**src/rtl/attractor_scan_ctrl.sv**
```systemverilog
// attractor_scan_ctrl
//   Sweeps every N-bit initial state of an external boolean network and
//   classifies each trajectory as fixed point (period 1), 2-cycle (period 2)
//   or timeout (period 0). Each outcome is one record on a valid/ready stream.
//
// Ports
//   clk, rst     rising-edge clock, synchronous active-high reset
//   start        begin a sweep (only honoured in IDLE)
//   busy         high in every state except IDLE
//   done         one-cycle pulse after the last record is accepted
//   net_state    state register presented to the external update logic
//   net_next     f(net_state) returned by the external network
//   res_valid    record valid; res_* held until accepted
//   res_ready    consumer accepts the record
//   res_init     initial state of the record
//   res_period   1 = fixed point, 2 = 2-cycle, 0 = timeout
//   res_steps    network updates taken to detection / timeout
//   res_state    net_next at the detect (or timeout) cycle
module attractor_scan_ctrl #(
  parameter int N         = 8,
  parameter int MAX_STEPS = 64,
  parameter int STEP_W    = 8
) (
  input  logic              clk,
  input  logic              rst,
  input  logic              start,
  output logic              busy,
  output logic              done,
  output logic [N-1:0]      net_state,
  input  logic [N-1:0]      net_next,
  output logic              res_valid,
  input  logic              res_ready,
  output logic [N-1:0]      res_init,
  output logic [1:0]        res_period,
  output logic [STEP_W-1:0] res_steps,
  output logic [N-1:0]      res_state
);

  typedef enum logic [2:0] {IDLE, LOAD, RUN, REPORT, FIN} state_t;

  state_t            state;
  logic [N-1:0]      init_cnt;
  logic [N-1:0]      hist;      // s_{k-1}
  logic              hist_vld;  // hist is meaningful only from k>=1
  logic [STEP_W-1:0] k;

  logic fix_hit, cyc_hit, lim_hit;

  assign fix_hit = (net_next == net_state);
  assign cyc_hit = hist_vld && (net_next == hist);
  assign lim_hit = (k == STEP_W'(MAX_STEPS - 1));

  // Status outputs are pure decodes of the state register, so they change
  // only on clock edges and carry no combinational path from the inputs.
  assign busy      = (state != IDLE);
  assign done      = (state == FIN);
  assign res_valid = (state == REPORT);

  always_ff @(posedge clk) begin
    if (rst) begin
      state      <= IDLE;
      init_cnt   <= '0;
      hist       <= '0;
      hist_vld   <= 1'b0;
      k          <= '0;
      net_state  <= '0;
      res_init   <= '0;
      res_period <= 2'd0;
      res_steps  <= '0;
      res_state  <= '0;
    end else begin
      case (state)
        IDLE: begin
          if (start) begin
            init_cnt <= '0;
            state    <= LOAD;
          end
        end
        LOAD: begin
          net_state <= init_cnt;
          hist_vld  <= 1'b0;
          k         <= '0;
          state     <= RUN;
        end
        RUN: begin
          if (fix_hit || cyc_hit || lim_hit) begin
            // A detection on the final allowed step wins over timeout.
            res_period <= fix_hit ? 2'd1 : (cyc_hit ? 2'd2 : 2'd0);
            res_steps  <= k + STEP_W'(1);
            res_state  <= net_next;
            res_init   <= init_cnt;
            state      <= REPORT;
          end else begin
            hist      <= net_state;
            hist_vld  <= 1'b1;
            net_state <= net_next;
            k         <= k + STEP_W'(1);
          end
        end
        REPORT: begin
          if (res_ready) begin
            if (init_cnt == {N{1'b1}}) begin
              state <= FIN;
            end else begin
              init_cnt <= init_cnt + N'(1);
              state    <= LOAD;
            end
          end
        end
        FIN: begin
          state <= IDLE;
        end
        default: state <= IDLE;
      endcase
    end
  end

endmodule

```
**config.mk**
```make
export PLATFORM = sky130hd
export DESIGN_NAME = attractor_scan_ctrl
export DESIGN_NICKNAME = d
export VERILOG_FILES = /design/src/rtl/attractor_scan_ctrl.sv
export SDC_FILE = /design/constraint.sdc
export NUM_CORES = 1
export LEC_CHECK = 0
export BUFFER_PORTS_ARGS = -buffer_cell sky130_fd_sc_hd__clkbuf_2
export CORE_UTILIZATION = 45
export DETAILED_ROUTE_END_ITERATION = 16
export GPL_TIMING_DRIVEN = 0
export PLACE_DENSITY = 0.68
export REMOVE_ABC_BUFFERS = 1
export SLEW_MARGIN = 10
export SYNTH_ARGS = -nofsm -noshare
export SYNTH_HDL_FRONTEND = slang
export SYNTH_SLANG_ARGS = --single-unit
```
**constraint.sdc**
```tcl
create_clock -name clk -period 1.84 [get_ports clk]
set_clock_uncertainty 0.2 [all_clocks]
set_input_delay 0.276 -clock clk [delete_from_list [all_inputs] [get_ports clk]]
set_output_delay 0.276 -clock clk [all_outputs]
set_load 0.05 [all_outputs]
```
==> metrics.log <==
INFO  metric ys_types = 51
INFO  metric period_share = 113%
INFO  metric die_area = roughly 7400 um2
INFO  metric post_route_cells_drive_above_1_share = around two fifths
INFO  metric drt-vias-per-instance = roughly 5.4
INFO  metric ys_seq_elements = 62
INFO  metric cts.root.buffer_cell = clkbuf_8
INFO  metric synth-async-reset-ratio = 0%
INFO  metric antennaDiodeCount = 0
INFO  metric layoutNonFillerInstCount = roughly 550
INFO  metric clkSinkCount = just over 60
INFO  metric timing.critical_path.to_type = register
INFO  metric power.leakage = 0.00168 uW
INFO  metric remaining_drc_errors = 0
INFO  metric swShare = between 20% and 30%
INFO  metric clock_period_minus_final_worst_setup_slack = ~2.1 ns
INFO  metric row_count = 30
INFO  metric number_of_h_tree_levels = 3
INFO  metric cts_tree = done
INFO  metric grt_pass1_vias = 2,689
INFO  metric power_frac_clock = roughly two fifths
INFO  metric cp_data_arrival_time = approximately 2.2 ns
INFO  metric netlist_area = about 3200 um2
INFO  metric ant_nets = 0
INFO  metric setup_viol_count_final = 52
INFO  metric cp_cell_sequence = xnor2_1, nand4_1, or3_4, a21oi_4, buf_12, mux2i_1
INFO  metric detail_route.wl_per_cell = roughly 16 um
INFO  metric synth_enable_flop_cells = 0
INFO  metric finalPower = between 3000 and 4000 uW
INFO  metric critical_path_buf_inv_count = 1
INFO  metric wire_length_of_the_first_global_routing_pass = around 13,000 um
INFO  metric initial_core_util = 46.5%
INFO  metric detailroute.via_count = slightly below 3k
INFO  metric rsz0062_at_grt = yes
INFO  metric finalWirelength = 8570 um
INFO  metric postSynth.topFlopCell = dfxtp_1
INFO  metric post-dp-hpwl = between 4000 and 5000 um
INFO  metric maximum_operating_frequency = 0.480 GHz
INFO  metric critical_path.max_fanout = 19
INFO  metric crit_path_top_delay_cell = or3_4
INFO  metric critical_path_required = ~1.9 ns
INFO  metric run_status = finished with violations
INFO  metric nets = approximately 460
INFO  metric synth_area_per_cell = roughly 8.5 um2
INFO  metric drv.max_cap_violation_count = 0
INFO  metric port_buffers = 48
INFO  metric postLayoutSetupSlackWorst = -0.244 ns
INFO  metric switching_power = between 900 and 1000 uW
INFO  metric startpoint_type = register
INFO  metric synthCells = roughly 370
INFO  metric clock_tree.buffer_depth = 2
INFO  metric final_common_cell = nand2_1
INFO  metric clk-insertion-delay-late = between 0.3 and 0.4 ns
INFO  metric pin_count = 49
INFO  metric crit_type = register to register
INFO  metric synth_seq_area_share = about two fifths
INFO  metric final_max_slew_viol_count = 0
INFO  metric critical-path-top-delay-family = simple AND/OR/NAND/NOR gates
INFO  metric peakVddDrop = 0.412 mV
INFO  metric cpPeakStageDelay = about 0.48 ns
INFO  metric max_slew.worst_pin.slew = 0.688 ns
INFO  metric final-seq-area = about 1300 um2
INFO  metric yosysWarnings = 0
INFO  metric report.final.hold_viol_count = 0
INFO  metric power.sequential.fraction = a little over two fifths
INFO  metric grt_start_max_net_pins = around 50
INFO  metric drt-initial-drc-count = 143
INFO  metric floorplan.die.height = approximately 86 um
INFO  metric power_report.internal_total = roughly 2400 uW
INFO  metric most-common-layout-cells = nand2_1, clkbuf_2, dfxtp_1
INFO  metric violations = setup timing
INFO  metric area_of_combinational_cells_with_multiple_inputs = between 2000 and 2500 um2
INFO  metric syn_to_layout_area_delta = 36.6%
INFO  metric firstDrtPassIters = 4
INFO  metric layout.filler_cells = ~550
INFO  metric grt_remaining_overflow = 0
INFO  metric cts.reportedPaths.clkPinSlew = around 0.070 ns
INFO  metric coreArea = 6790 um2
INFO  metric grt_antenna_before_repair = 0
INFO  metric place.gp.congestion = 0.853
INFO  metric min_path_type = input port to register
INFO  metric slew_headroom = about 54%
INFO  metric p_comb_share = a little under a fifth
INFO  metric fp.dieW = about 86 um
INFO  metric power_per_cell_area = between 700 and 800 nW/um2
INFO  metric grt.total_usage = a little under a quarter
INFO  metric cts_buffer_count = 9
INFO  metric placedCellCount = between 400 and 500
-- routing by layer --
metal | vias to the layer above | wire [um] | track usage (%) | part of all wire, %
met5 | - | 0 | 0 | 0
met2 | 96 | 4400 | 36.8 | 51
met3 | 16 | 354 | 5.39 | 4.1
met1 | 1389 | 3650 | 29.0 | 43
met4 | 0 | 164 | 10.2 | 1.9
li1 | 1437 | - | - | -
-- area by class of cell --
cell class              count  share of cell area [%]
inverters                   7                   0.609
clock inverters             3                   0.927
well taps                  96                    2.78
clock buffers              13                    4.14
multi-input cells         281                    47.9
repair buffers             86                    13.7
flip-flops and latches     62                    30.0
-- worst paths after layout --
path | cells after the start | endpoint | slack (ns) | start
min reg2reg | 2 | res_period[0] | 0.25 | res_period[0]
max reg2reg | 6 | res_state[1] | -0.24 | hist[7]
min | 3 | res_state[2] | 0.05 | net_next[2]
max | 6 | res_state[1] | -0.24 | hist[7]
-- cells in the mapped netlist, types with 2 or more instances --
cell type | n | area share, %
o211ai_1 | 2 | 0.47
a211o_1 | 2 | 0.55
nor3b_1 | 2 | 0.47
o21ai_1 | 3 | 0.47
a31oi_1 | 2 | 0.40
nor2_1 | 14 | 1.7
clkbuf_1 | 14 | 1.7
and3_1 | 3 | 0.59
xnor2_1 | 19 | 5.3
a31o_1 | 3 | 0.83
a21oi_2 | 2 | 0.55
or3_1 | 5 | 0.99
buf_6 | 4 | 1.4
nand2_1 | 90 | 11
xor2_1 | 9 | 2.5
inv_1 | 7 | 0.83
a31o_2 | 3 | 0.83
nand3_1 | 25 | 4.0
nand2b_1 | 2 | 0.40
dfxtp_1 | 62 | 39
o21ai_0 | 10 | 1.6
nor4_4 | 3 | 2.0
mux2i_1 | 25 | 7.9
a21oi_1 | 14 | 2.2
ha_1 | 2 | 0.79
a211oi_1 | 14 | 3.3
buf_2 | 4 | 0.63
nand4_1 | 2 | 0.40
nor3_1 | 4 | 0.63
-- worst min-delay path, cell delays in order --
cell	delay, ns
clkbuf_2	0.14
nand2_1	0.08
mux2i_1	0.06
-- registers in the layout, indices dropped and copies added, names as in the netlist --
signal	flops
net_state	8
res_steps	8
res_state	8
k	8
state	3
res_period	2
hist	8
init_cnt	8
res_init	8
hist_vld	1
-- metrics by stage --
stage / setup WS, ns / instance area (um2) / utilization (%) / setup TNS, ns / hold WS, ns
finish: -0.244 / 4320 / 63.6 / -8.05 / 0.0517
global route: -0.333 / 4320 / 63.6 / -11.11 / 0.0560
CTS: -0.142 / 4110 / 60.5 / -3.78 / 0.0485
detailed placement: -1.13 / 3410 / 50.2 / -45.65 / 0.246
global placement: -1.40 / 3370 / 49.7 / -67.14 / 0.241
floorplan: -0.905 / 3010 / - / -33.26 / 0.145
-- cells by family (layout without fill, tap and decap cells) --
logic type / count (synthesis) / after routing / share of synthesized area [%]
XOR/XNOR: 28 / 28 / 7.76
AO/OA/AOI/OAI: 66 / 66 / 14.8
adder cells (fa/ha/maj): 2 / 2 / 0.791
AND/OR/NAND/NOR: 157 / 159 / 23.6
flip-flops: 62 / 62 / 39.3
buffers and inverters: 32 / 109 / 5.54
multiplexers: 26 / 26 / 8.27
-- power groups by stage --
stage	combinational (uW)	sequential (uW)	clock [uW]
floorplan	273	1470	0
global route	673	1420	1400
global placement	420	1440	0
detailed placement	434	1450	0
finish	633	1420	1320
CTS	562	1410	1320
-- what timing repair did --
action | 4_1_cts | 5_1_grt
endpoints found under the hold margin | 1 | 0
setup buffers | 24 | 10
gates resized for setup | 62 | 35
gates cloned | 1 | 2
hold buffers | 1 | 0
pin swaps | 20 | 10
endpoints found under the setup margin | 55 | 59
No activity file was read; power rests on OpenSTA's default activity.
